### src/rtl/hazard_forward_ctrl.sv
// rtl/hazard_forward_ctrl.sv - EX/MEM/WB destination tracking, registered EX operand selects, load-use stall.
// HAZARD_FWD_EN defined: forwarding with load-use stall; undefined: selects fixed 00, stall on any RAW vs EX/MEM.
module hazard_forward_ctrl #(
   parameter int REG_BITS = 5,
   parameter int CNT_BITS = 16
) (
   input  logic                clk,
   input  logic                reset,
   input  logic                id_valid,
   input  logic [REG_BITS-1:0] id_rs1,
   input  logic [REG_BITS-1:0] id_rs2,
   input  logic                id_use_rs2,
   input  logic [REG_BITS-1:0] id_rd,
   input  logic                id_regwrite,
   input  logic                id_memread,
   input  logic                flush,
   output logic                stall,
   output logic [1:0]          fwd_sel_a,
   output logic [1:0]          fwd_sel_b,
   output logic [CNT_BITS-1:0] stall_count
);

   localparam logic [1:0] SEL_RF  = 2'b00;
   localparam logic [1:0] SEL_WB  = 2'b01;
   localparam logic [1:0] SEL_MEM = 2'b10;

   localparam logic [CNT_BITS-1:0] CNT_ONE = CNT_BITS'(1);
   localparam logic [CNT_BITS-1:0] CNT_MAX = '1;

   logic                ex_valid, ex_regwrite, ex_memread;
   logic [REG_BITS-1:0] ex_rd;
   logic                mem_valid, mem_regwrite, mem_memread;
   logic [REG_BITS-1:0] mem_rd;
   logic                wb_valid, wb_regwrite, wb_memread;
   logic [REG_BITS-1:0] wb_rd;

   logic       ex_prod, mem_prod;
   logic       ex_hit_a, ex_hit_b, mem_hit_a, mem_hit_b;
   logic       bubble;
   logic [1:0] sel_a_next, sel_b_next;

   // x0 is hardwired zero, so it never counts as a producer.
   assign ex_prod  = ex_valid  & ex_regwrite  & (ex_rd  != '0);
   assign mem_prod = mem_valid & mem_regwrite & (mem_rd != '0);

   assign ex_hit_a  = ex_prod  & (ex_rd  == id_rs1);
   assign ex_hit_b  = ex_prod  & id_use_rs2 & (ex_rd  == id_rs2);
   assign mem_hit_a = mem_prod & (mem_rd == id_rs1);
   assign mem_hit_b = mem_prod & id_use_rs2 & (mem_rd == id_rs2);

`ifdef HAZARD_FWD_EN
   logic load_hit;

   assign load_hit = ex_valid & ex_memread & (ex_rd != '0) &
                     ((ex_rd == id_rs1) | (id_use_rs2 & (ex_rd == id_rs2)));
   assign stall    = id_valid & ~flush & load_hit;

   // Nearest producer wins: an EX producer is in MEM when the consumer reaches EX.
   always_comb begin
      sel_a_next = SEL_RF;
      sel_b_next = SEL_RF;
      if (id_valid) begin
         if (ex_hit_a)
            sel_a_next = SEL_MEM;
         else if (mem_hit_a)
            sel_a_next = SEL_WB;
         if (ex_hit_b)
            sel_b_next = SEL_MEM;
         else if (mem_hit_b)
            sel_b_next = SEL_WB;
      end
   end
`else
   // Without forwarding the consumer waits in ID until its producer reaches WB.
   assign stall = id_valid & ~flush & (ex_hit_a | ex_hit_b | mem_hit_a | mem_hit_b);

   always_comb begin
      sel_a_next = SEL_RF;
      sel_b_next = SEL_RF;
   end
`endif

   assign bubble = flush | stall | ~id_valid;

   // WB record completes the pipeline picture; the register file writes before it reads, so it is never a hazard source.
   logic unused_wb;
   assign unused_wb = ^{wb_valid, wb_regwrite, wb_memread, wb_rd};

   always_ff @(posedge clk) begin
      if (reset) begin
         ex_valid     <= 1'b0;
         ex_regwrite  <= 1'b0;
         ex_memread   <= 1'b0;
         ex_rd        <= '0;
         mem_valid    <= 1'b0;
         mem_regwrite <= 1'b0;
         mem_memread  <= 1'b0;
         mem_rd       <= '0;
         wb_valid     <= 1'b0;
         wb_regwrite  <= 1'b0;
         wb_memread   <= 1'b0;
         wb_rd        <= '0;
         fwd_sel_a    <= SEL_RF;
         fwd_sel_b    <= SEL_RF;
      end else begin
         wb_valid     <= mem_valid;
         wb_regwrite  <= mem_regwrite;
         wb_memread   <= mem_memread;
         wb_rd        <= mem_rd;
         mem_valid    <= ex_valid;
         mem_regwrite <= ex_regwrite;
         mem_memread  <= ex_memread;
         mem_rd       <= ex_rd;
         if (bubble) begin
            ex_valid    <= 1'b0;
            ex_regwrite <= 1'b0;
            ex_memread  <= 1'b0;
            ex_rd       <= '0;
            fwd_sel_a   <= SEL_RF;
            fwd_sel_b   <= SEL_RF;
         end else begin
            ex_valid    <= 1'b1;
            ex_regwrite <= id_regwrite;
            ex_memread  <= id_memread;
            ex_rd       <= id_rd;
            fwd_sel_a   <= sel_a_next;
            fwd_sel_b   <= sel_b_next;
         end
      end
   end

   always_ff @(posedge clk) begin
      if (reset)
         stall_count <= '0;
      else if (stall && (stall_count != CNT_MAX))
         stall_count <= stall_count + CNT_ONE;
   end

endmodule

### config.mk
export PLATFORM = sky130hd
export DESIGN_NAME = hazard_forward_ctrl
export DESIGN_NICKNAME = d
export VERILOG_FILES = /design/src/rtl/hazard_forward_ctrl.sv
export SDC_FILE = /design/constraint.sdc
export NUM_CORES = 1
export LEC_CHECK = 0
export BUFFER_PORTS_ARGS = -buffer_cell sky130_fd_sc_hd__buf_2
export CORE_ASPECT_RATIO = 1.75
export CORE_UTILIZATION = 40
export CTS_BUF_LIST = sky130_fd_sc_hd__clkbuf_8
export CTS_CLUSTER_DIAMETER = 50
export DETAILED_ROUTE_END_ITERATION = 6
export GPL_ROUTABILITY_DRIVEN = 0
export PLACE_DENSITY = 0.61
export SETUP_SLACK_MARGIN = 0.5
export SLEW_MARGIN = 20
export SYNTH_ARGS = -nofsm -noshare
export SYNTH_HDL_FRONTEND = slang
export SYNTH_SLANG_ARGS = --single-unit
### constraint.sdc
create_clock -name clk -period 5.9 [get_ports clk]
set_input_delay 0.885 -clock clk [delete_from_list [all_inputs] [get_ports clk]]
set_output_delay 0.885 -clock clk [all_outputs]
set_load 0.005 [all_outputs]
== Word level (Yosys, flattened, before mapping) ==
Cells that the tools add are included.

* Word-level logic and storage cells: 37
* Bits in registers: 30
* Output and inout port bits: 21

* Reductions and logical operators: 4
* Mux-type cells: 1
* Eq/ne operators: 5
* Bitwise gates (word level): 19
* $add $sub $neg: 1

{| class="wikitable"
|+ Operators by type and width
! operator !! number
|-
| 5-bit == test || 4
|-
| 16-bit by 1-bit adder with 16-bit output, second input constant || 1
|-
| 16-bit inequality test, second input constant || 1
|-
| 1-bit AND || 12
|-
| 5-bit nonzero test || 2
|-
| 1-bit bitwise OR || 5
|-
| 1-bit NOT || 2
|-
| 2-bit OR reduction || 1
|-
| 1-bit logical AND || 1
|-
| 1-bit 2-to-1 mux || 1
|}

== Longest topological paths before layout ==
Gate-level depths: netlist (run 1).

* Word-level depth: 11
* Gate-level depth with buffers: 8
* Gate-level depth less buffers: 7

== Least setup slack after synthesis (run 1) ==
Ideal clock, no wire load.

* Path kind: input -> output
* Start point: input port id_rs2[2]
* End point: output port stall
* Path buffers: 2
* Data arrival time: 2.087 ns
* Slack: 2.928 ns
* Cell stages on the path: 7
* Path through: xor2_1 -> nor4_2 -> a32oi_1 -> o22a_2 -> buf_6 -> buf_2 -> nor2_1

* Word-level cells in the longest chain between the ends: 6
* Elaborated cells on any way between the ends: 8
* Classes of those cells: eq/ne (2); bitwise (6)

{| class="wikitable"
|+ Ends and longest elaborated chain
! what !! line !! source
|-
| from (decl) || 11 || <nowiki>input logic [REG_BITS-1:0] id_rs2,</nowiki>
|-
| 5-bit == test || 47 || <nowiki>assign ex_hit_b = ex_prod & id_use_rs2 & (ex_rd == id_rs2);</nowiki>
|-
| 1-bit AND || 47 ||
|-
| 1-bit bitwise OR (2 in a row) || 75 || <nowiki>assign stall = id_valid & ~flush & (ex_hit_a | ex_hit_b | mem_hit_a | mem_hit_b);</nowiki>
|-
| 1-bit bitwise OR (*) || 75 ||
|-
| 1-bit AND (*) || 75 ||
|-
| to (decl) || 17 || <nowiki>output logic stall,</nowiki>
|}

Mark *: on every way between the ends. The rest lies on a longest branch, timed or not.

== Worst setup path in the final report (run 1) ==
Ends and elaborated chain as after synthesis.

==> results.txt, run 1 <==
Gr usage total -> 17.5%
Psw -> 0.0000910 W
Clock skew -> 8.12 ps
Total grt overflow -> 0
Slack of the critical path -> 2740 ps
Crit path kind -> primary input to output pin
Vias in the first global route -> 1368
Post-CTS sizing -> 0
Minimum clock period -> 3160 ps
Initial antenna violation count -> 0
Top post-synthesis cells by area -> dfxtp_1, xor2_1, nor2b_1, mux2_2, or4_1
Tcrit/Tclk final -> 53.5%
Worst hold path startpoint -> ex_valid$_SDFF_PP0_
Final setup violating endpoints -> 0
CP max FO -> 23
Slew margin rel. -> 51.9%
Root cell of the clock tree -> clkbuf_8
Initial core utilization -> 42.4%
Worst setup SP type -> primary input
Fraction of power spent switching nets -> 23.5%
Yosys top cell by area -> dfxtp_1
WL final -> 3450 um
Register share of total power -> 53.5%
Synth top area share -> 38.6%
CTS H-tree lvls -> 2
Worst hold path depth -> 1
Final #Nets -> 231
Async set-reset flop share out of synthesis -> 0%
Via count -> 1394
WL per Instance -> 13.6 um
Worst-margin pin slew -> 714 ps
Vias/cell -> 5.49
Crit path from -> id_rs2[2]
Final design utilization -> 49.7%
Max-cap violations -> 0
Crit path DAT -> 2270 ps
Power per Cell Area -> 212 mW/mm^2
Most frequent cell after synthesis -> dfxtp_1
Syn Area/Cell -> 9.03 sq um
DRC Markers -> 0
Cells on worst reg2reg path -> 6
Largest net degree at the start of global routing -> 32
Crit. End Element -> output pin
Clock share of power -> 39.1%
Status -> finished clean
Post-Syn Area -> 0.00155 sq mm
Slew Limit Fails -> 0
Die ar. -> 0.00415 sq mm
Number of DRC markers in iteration 0 -> 43
IO Pins -> 43
FMAX -> 317 MHz
Area growth from synthesis to layout -> 17.2%
Synth cell types -> 37
R2R setup slack -> 3630 ps
Detailed Place HPWL -> 2580 um
RSZ-0062 raised after global routing -> false
Site Rows -> 29
Sink Count -> 30
Comb pwr share -> 7.4%
# diodes -> 0
Die Ht -> 84.5 um
I/O Buffers -> 37
Worst Hold Class -> flop to flop
Final hold vios -> 0
Clk slew on worst S/H paths -> 60 ps
RR Endpoint -> stall_count[6]$_SDFFE_PP0P_
Pint -> 0.000296 W
Postcts setup bufs -> 0
TritonCTS Buffers -> 5
YS warnings -> 0
Final setup TNS -> 0 ps
CTS tree -> built
Sequential share of the synthesized area -> 38.6%
Post-DRT Antenna Nets -> 0
Core area -> 0.00366 sq mm
Worst VDD drop -> 166 uV
Synth cell count leaders -> dfxtp_1, xor2_1, nor2b_1, nor2_1, a21oi_1
Share of layout cells above drive strength 1 -> 26.0%
Yosys reg bits -> 30
Leakage -> 0.797 nW
Min Hold Slack -> 480 ps
Clock Path Buffers -> 2
End of the worst hold path -> mem_valid$_SDFF_PP0_
DIE WIDTH -> 49.1 um
Drt pass-1 iters -> 4
EDFF count, synth -> 0
Post-CTS Hold Buffers -> 0
Dpl ws -> 2750 ps
First-pass GRT wire length -> 5620 um
Req. time, crit path -> 5020 ps
Mapped Cells -> 172
Synth Flop Type -> dfxtp_1
Clk Latency, worst-skew pair -> 280 ps
Reg2Reg Launch Point -> ex_rd[0]$_SDFF_PP0_
[worst max-delay path by stage]
| stage | end | cells past startpoint |
|---|---|---|
| 5_1_grt | stall | 7 |
| 6_report | stall | 7 |
| 2_1_floorplan | stall | 7 |
| 3_3_place_gp | stall | 7 |
| 3_5_place_dp | stall | 7 |
| 4_1_cts | stall | 7 |
[flip-flops by register name (all words and copies together) (netlist names)]
name,count
stall_count,16
ex_rd,5
mem_rd,5
ex_regwrite,1
ex_valid,1
mem_regwrite,1
mem_valid,1
[logic make-up after synthesis]
group	share of synthesized area [%]
AO/OA/AOI/OAI	11.1
flip-flops	38.6
XOR/XNOR	11.3
AND/OR/NAND/NOR	28.2
other	0.241
adder cells (fa/ha/maj)	0.805
buffers and inverters	4.67
multiplexers	5.07
[power groups by stage]
stage	Clock (W)	Sequential (W)	Combinational, W
6_report	0.000151	0.000207	0.0000287
5_1_grt	0.000162	0.000207	0.0000322
4_1_cts	0.000155	0.000207	0.0000285
3_5_place_dp	0	0.000212	0.0000284
3_3_place_gp	0	0.000212	0.0000266
2_1_floorplan	0	0.000211	0.0000188
[critical path, stage by stage]
cell and delay (ps):
buf_2 120, xor2_1 170, nor4_2 270, a32oi_1 160, o22a_2 410, nor2_1 130
buf_2 120
[metal layers]
metal / vias up / share of wire (%) / global-route usage [%] / routed length (um)
li1: 680 / - / - / -
met1: 662 / 39 / 17.5 / 1360
met2: 46 / 55 / 32.1 / 1890
met3: 6 / 4.2 / 2.90 / 145
met4: 0 / 1.9 / 11.0 / 66
met5: - / 0 / 0 / 0
[cell usage in the layout (no fill, tap or decap), types with 3 or more instances in the layout]
master and count:
a21oi_1 9, and2_1 8, buf_2 37, clkbuf_8 5
conb_1 4, dfxtp_1 30, mux2_2 7, nand2_1 6
nand3_1 6, nor2_1 12, nor2b_1 14, nor3_1 4
nor4_1 3, nor4b_1 3, o21ai_0 3, o31ai_1 7
or4_1 8, xor2_1 18
[per-stage QoR]
step / std cells / total power, W / cell area, sq um
after floorplan: 175 / 0.000230 / 1570
after global placement: 247 / 0.000238 / 1740
after detailed placement: 247 / 0.000240 / 1740
after CTS: 254 / 0.000391 / 1820
after global routing: 254 / 0.000401 / 1820
final: 254 / 0.000387 / 1820
[layout make-up]
class | count | area [sq um]
Clock inverter | 2 | 10.0
Multi-Input combinational cell | 132 | 892
Inverter | 2 | 7.51
Clock buffer | 5 | 68.8
Timing Repair Buffer | 37 | 185
Sequential cell | 30 | 601
Fill cell | 361 | 1840
Tap cell | 46 | 57.6
No activity file was read; power rests on OpenSTA's default activity.
==> run 2, diff against run 1 <==
Settings changed: PLACE_DENSITY 0.61 to 0.63.
Clock period 5.9 ns to 2.7 ns, I/O delays scaled along.
==> run 2 against run 1 <==
- routed wire length grew 12%
- clock skew fell by 1.5 ps
- non-clock buffer count increased by 11
- first-iteration DRC count shrank 44%
- utilization increased by 6.9 points
==> results.txt, run 2 (synthesis results as in run 1) <==
Status -> finished clean
Worst Hold Class -> primary input to flop
Share of layout cells above drive strength 1 -> 38.0% (+12 points)
Final #Nets -> 243 (+5.2%)
Initial core utilization -> 42.4% (unchanged)
Pwr Total -> 0.000963 W (+150%)
CTS tree -> built
Slew Limit Fails -> 0 (unchanged)
Most frequent cells in the layout -> buf_2, dfxtp_1, xor2_1
RR Endpoint -> stall_count[12]$_SDFFE_PP0P_
Largest net degree at the start of global routing -> 32 (unchanged)
Final hold vios -> 0 (unchanged)
Post-Layout Cell Count -> 267 (+5.1%)
Tcrit/Tclk final -> 85.2%
Worst VDD drop -> 418 uV (+150%)
Final setup TNS -> 0 ps (unchanged)
Slew margin rel. -> 51.7% (-0.21 points)
Area occupied by multi-input gates -> 0.00101 sq mm (+13%)
Crit. End Element -> output pin
GR Util met2 -> 35.1% (+3.0 points)
Power per Cell Area -> 464 mW/mm^2 (+120%)
# diodes -> 0 (unchanged)
Gr usage total -> 19.2% (+1.8 points)
CTS H-tree lvls -> 2 (unchanged)
Die ar. -> 0.00415 sq mm (unchanged)
Post-DRT Antenna Nets -> 0 (unchanged)
Die Ht -> 84.5 um (unchanged)
IO Pins -> 43 (unchanged)
Clock skew -> 6.63 ps (-1.49 ps)
Area growth from synthesis to layout -> 33.4%
CP max FO -> 7 (-70%)
Clk slew on worst S/H paths -> 70 ps (about the same)
Req. time, crit path -> 2300 ps (-2720 ps)
First-pass GRT wire length -> 6180 um (+9.9%)
FMAX -> 435 MHz
Worst setup SP type -> flop
Final setup violating endpoints -> 0 (unchanged)
R2R setup slack -> 480 ps (-3150 ps)
Slack of the critical path -> 399 ps (-2340 ps)
Via count -> 1459 (+4.7%)
TritonCTS Buffers -> 5 (unchanged)
Initial antenna violation count -> 0 (unchanged)
GR peak layer -> met2
Dpl ws -> 238 ps (-2510 ps)
Min Hold Slack -> 326 ps (-154 ps)
Most flop-heavy register -> stall_count
Sink Count -> 30 (unchanged)
End of the worst hold path -> ex_rd[4]$_SDFF_PP0_
Clock Path Buffers -> 2 (unchanged)
Met1 Resource Use GR -> 19.2% (+1.6 points)
Post-CTS Hold Buffers -> 0 (unchanged)
Worst hold path startpoint -> id_rd[4]
Cells on worst reg2reg path -> 8 (+2)
Worst-margin pin slew -> 720 ps (+5.86 ps)
Drt pass-1 iters -> 4 (unchanged)
Root cell of the clock tree -> clkbuf_8
DRC Markers -> 0 (unchanged)
Crit path DAT -> 1900 ps (-370 ps)
Commonest non-fill, non-tap cell in the layout -> buf_2
Fill cell count -> 356 (-1.4%)
Dpl cells -> 248 (+0.40%)
Top Registers -> stall_count (16), ex_rd (5), mem_rd (5)
Clk Latency, worst-skew pair -> 280 ps (about the same)
I/O Buffers -> 37 (unchanged)
Reg2Reg Launch Point -> ex_rd[1]$_SDFF_PP0_
Vias in the first global route -> 1416 (+3.5%)
WL final -> 3870 um (+12%)
Leakage -> 0.909 nW (+14%)
Vias/cell -> 5.46 (-0.43%)
DIE WIDTH -> 49.1 um (unchanged)
Site Rows -> 29 (unchanged)
Core area -> 0.00366 sq mm (unchanged)
WL per Instance -> 14.5 um (+6.6%)
Number of DRC markers in iteration 0 -> 24 (-44%)
Max-cap violations -> 0 (unchanged)
Max reg flops -> 16 (unchanged)
Detailed Place HPWL -> 2600 um (+0.84%)
Minimum clock period -> 2300 ps
Register Area -> 612 sq um (+1.9%)
Crit path kind -> flop to output pin
Total grt overflow -> 0 (unchanged)
Met3 usage in global routing -> 3.99% (+1.1 points)
Worst hold path depth -> 2 (+1)
RSZ-0062 raised after global routing -> true
==> run 2: worst max-delay path by stage <==
stage	startpoint	endpoint	slack, ps	cells past startpoint
2_1_floorplan	id_rs2[2]	stall_count[6]$_SDFFE_PP0P_	580	7
3_3_place_gp	id_rs2[2]	stall_count[6]$_SDFFE_PP0P_	350	7
3_5_place_dp	id_rs2[0]	stall_count[6]$_SDFFE_PP0P_	240	7
4_1_cts	ex_rd[1]$_SDFF_PP0_	stall	460	5
5_1_grt	ex_rd[1]$_SDFF_PP0_	stall	330	5
6_report	ex_rd[1]$_SDFF_PP0_	stall	400	5
==> run 2: layer usage <==
| layer | vias up | wire length [um] |
|---|---|---|
| met1 | 692 | 1500 |
| met2 | 46 | 2070 |
| met4 | 0 | 131 |
| li1 | 708 | - |
| met5 | - | 0 |
| met3 | 13 | 166 |
==> run 2: metrics by stage <==
stage	utilization [%]	instance area, sq um
3_3_place_gp	47.8	1750
3_5_place_dp	47.8	1750
6_report	56.6	2070
5_1_grt	56.6	2070
2_1_floorplan	-	1570
4_1_cts	53.3	1950
==> run 2: layout make-up <==
cell class	instances	area share, %
multi-input combinational	133	48.8
inverter	2	0.362
tap	46	2.78
sequential	30	29.5
timing repair buffer	48	13.3
clock buffer	5	3.32
clock inverter	3	1.93
==> run 2: repair_timing <==
item | 4_1_cts | 5_1_grt
gates resized for setup | 7 | 21
pin swaps | 6 | 13
cloned | 1 | 0
setup buffers | 7 | 3
setup endpoints to repair | 6 | 23
==> run 2: where the power goes <==
| group | leakage, nW | total (W) | internal (W) | switching, W |
|---|---|---|---|---|
| clock | 0.0579 | 0.000438 | 0.000271 | 0.000167 |
| sequential | 0.245 | 0.000451 | 0.000446 | 0.00000492 |
| combinational | 0.606 | 0.0000741 | 0.0000317 | 0.0000424 |
| total | 0.909 | 0.000963 | 0.000749 | 0.000214 |
==> run 2: worst max-delay path, stage by stage, from the launching register on <==
cell and delay (ps):
dfxtp_4 360, or4_1 520, o211ai_1 280, o22a_4 270
nor2_2 50, buf_2 140
==> run 3, diff against run 2 <==
Settings changed: CELL_PAD_IN_SITES_DETAIL_PLACEMENT set to 0, CELL_PAD_IN_SITES_GLOBAL_PLACEMENT set to 1, CORE_UTILIZATION 40 to 36, PLACE_DENSITY 0.63 to 0.75.
==> run 3 against run 2 <==
- clock power increased by 2%
- combinational power is 0.8% lower
- cell area is 1.9% lower
- sequential power about the same
- via count decreased by 0.96%
- global-route usage down 1.4 points
- die area grew 11%
- total power rose by 0.63%
- non-clock buffer count up 3
- clock-buffer cell count stayed put
- worst hold slack lost 8.0 ps
- critical endpoint unchanged
==> results.txt, run 3 (synthesis results as in run 1) <==
Cells on worst reg2reg path -> 8 (unchanged)
Status -> finished clean
Register share of total power -> 46.5% (-0.4 points)
End of the worst hold path -> ex_rd[1]$_SDFF_PP0_
R2R setup slack -> 490 ps (about the same)
Req. time, crit path -> 2300 ps (about the same)
Site Rows -> 31 (+6.9%)
Initial core utilization -> 37.4% (-5.0 points)
Fraction of power spent switching nets -> 22.7% (+0.47 points)
Clock share of power -> 45.9% (+0.5 points)
Share of layout cells above drive strength 1 -> 35.7% (-2.3 points)
Vias in the first global route -> 1312 (-7.3%)
Final setup violating endpoints -> 0 (unchanged)
Max incr delay on CP -> 520 ps (about the same)
Reg2Reg Launch Point -> ex_rd[1]$_SDFF_PP0_
CP top delay family -> simple AND/OR/NAND/NOR gates
Die Ht -> 88.9 um (+5.3%)
Drt pass-1 iters -> 4 (unchanged)
Power per Cell Area -> 477 mW/mm^2 (+2.6%)
Vias/cell -> 5.29 (-3.1%)
Worst Hold Class -> primary input to flop
FMAX -> 438 MHz (+0.72%)
Dpl ws -> 259 ps (+21.0 ps)
Clk Latency, worst-skew pair -> 280 ps (about the same)
Fill cell count -> 413 (+16%)
Tcrit/Tclk final -> 84.6% (-0.61 points)
Via count -> 1445 (-0.96%)
Slew margin rel. -> 62.1% (+10 points)
CTS H-tree lvls -> 2 (unchanged)
Psw -> 0.000220 W (+2.8%)
Leakage -> 0.896 nW (-1.4%)
Number of DRC markers in iteration 0 -> 25 (+4.2%)
Commonest non-fill, non-tap cell in the layout -> buf_2
Largest net degree at the start of global routing -> 32 (unchanged)
IO Pins -> 43 (unchanged)
Worst-margin pin slew -> 568 ps (-152 ps)
I/O Buffers -> 37 (unchanged)
TritonCTS Buffers -> 5 (unchanged)
First-pass GRT wire length -> 6010 um (-2.8%)
WL final -> 4020 um (+3.9%)
Most flop-heavy register -> stall_count
Critical-path top delay cell -> or4_1
Root cell of the clock tree -> clkbuf_8
Number of buffers and inverters on the critical path -> 1 (unchanged)
Post-DRT Antenna Nets -> 0 (unchanged)
Max-cap violations -> 0 (unchanged)
Most frequent cells in the layout -> buf_2, dfxtp_1, xor2_1
RR Endpoint -> stall_count[14]$_SDFFE_PP0P_
DIE WIDTH -> 51.7 um (+5.2%)
Worst VDD drop -> 398 uV (-5.0%)
Initial antenna violation count -> 0 (unchanged)
DRC Markers -> 0 (unchanged)
Max reg flops -> 16 (unchanged)
Comb pwr share -> 7.6% (about the same)
Area occupied by multi-input gates -> 942 sq um (-6.9%)
Final #Nets -> 246 (+1.2%)
Area growth from synthesis to layout -> 30.8%
Worst path cell trace -> or4_1 -> o211ai_1 -> o22a_4 -> nor2_2 -> buf_2
CP max FO -> 4 (-3)
Post-CTS Hold Buffers -> 0 (unchanged)
Register Area -> 611 sq um (-0.20%)
Total grt overflow -> 0 (unchanged)
Pint -> 0.000749 W (about the same)
Crit path kind -> flop to output pin
Crit path DAT -> 1880 ps (-20 ps)
Detailed Place HPWL -> 2510 um (-3.3%)
Gr usage total -> 17.9% (-1.4 points)
RSZ-0062 raised after global routing -> true
Sink Count -> 30 (unchanged)
Clock Path Buffers -> 2 (unchanged)
Core area -> 0.00415 sq mm (+13%)
Worst hold path depth -> 2 (unchanged)
Crit. End Element -> output pin
Clock skew -> 2.68 ps (-3.95 ps)
CTS tree -> built
Worst setup SP type -> flop
Final setup TNS -> 0 ps (unchanged)
Slew Limit Fails -> 0 (unchanged)
Clk slew on worst S/H paths -> 70 ps (about the same)
Final hold vios -> 0 (unchanged)
Worst hold path startpoint -> id_rd[1]
Slack of the critical path -> 415 ps (+16.4 ps)
Minimum clock period -> 2280 ps (-16.4 ps)
Die ar. -> 0.00459 sq mm (+11%)
WL per Instance -> 14.7 um (+1.6%)
Top Registers -> stall_count (16), ex_rd (5), mem_rd (5)
# diodes -> 0 (unchanged)
-- run 3: changes by cell type in the layout (fill, tap and decap cells not counted), sizes merged --
cell / previous run / this run
buf: 48 / 51
-- run 3: routing by layer --
layer  up-vias  routed length (um)  GRT usage, %
li1        714                   -             -
met1       684                1520          18.6
met2        38                2260          33.6
met3         9                 131          3.06
met4         0                 101          8.35
met5         -                   0             0
-- run 3: metrics by stage --
stage | total power (W) | instances | area [sq um] | hold slack [ps] | util (%)
6_report | 0.000969 | 273 | 2030 | 318 | 49.0
5_1_grt | 0.00101 | 273 | 2030 | 318 | 49.0
3_3_place_gp | 0.000524 | 252 | 1760 | 466 | 42.4
2_1_floorplan | 0.000502 | 175 | 1570 | 438 | -
4_1_cts | 0.000980 | 267 | 1970 | 313 | 47.5
3_5_place_dp | 0.000525 | 252 | 1760 | 464 | 42.4
-- run 3: how the worst max path moves through the flow --
stage | from | to | cells after the start
final | ex_rd[2]$_SDFF_PP0_ | stall | 5
after detailed placement | id_rs2[2] | stall_count[6]$_SDFFE_PP0P_ | 7
after floorplan | id_rs2[2] | stall_count[6]$_SDFFE_PP0P_ | 7
after CTS | ex_rd[1]$_SDFF_PP0_ | stall | 5
after global placement | id_rs2[2] | stall_count[6]$_SDFFE_PP0P_ | 7
after global routing | ex_rd[2]$_SDFF_PP0_ | stall | 5
-- run 3: worst reg2reg max path, delay by kind of cell (launching register included) --
| kind | cells | cell delay (ps) |
|---|---|---|
| AO/OA/AOI/OAI | 3 | 550 |
| XOR/XNOR | 1 | 150 |
| flip-flops | 1 | 350 |
| AND/OR/NAND/NOR | 2 | 780 |
| buffers and inverters | 2 | 310 |
-- run 3: power by group through the flow --
stage / logic (W) / clock network (W) / registers [W]
2_1_floorplan: 0.0000411 / 0 / 0.000461
3_3_place_gp: 0.0000615 / 0 / 0.000462
3_5_place_dp: 0.0000623 / 0 / 0.000462
4_1_cts: 0.0000687 / 0.000459 / 0.000452
5_1_grt: 0.0000800 / 0.000478 / 0.000451
6_report: 0.0000735 / 0.000445 / 0.000451
-- run 3: final cells by class --
cell class / count / area share, %
Tap cell: 49 / 3.02
Clock inverter: 3 / 1.97
Inverter: 2 / 0.369
Timing Repair Buffer: 51 / 14.9
Sequential cell: 30 / 30.0
Multi-Input combinational cell: 133 / 46.3
Clock buffer: 5 / 3.38
-- run 3: what timing repair did --
action | CTS | global route
gates resized for setup | 5 | 8
pin swaps | 4 | 3
endpoints found under the setup margin | 7 | 22
cloned | 1 | 0
buffers inserted | 6 | 6
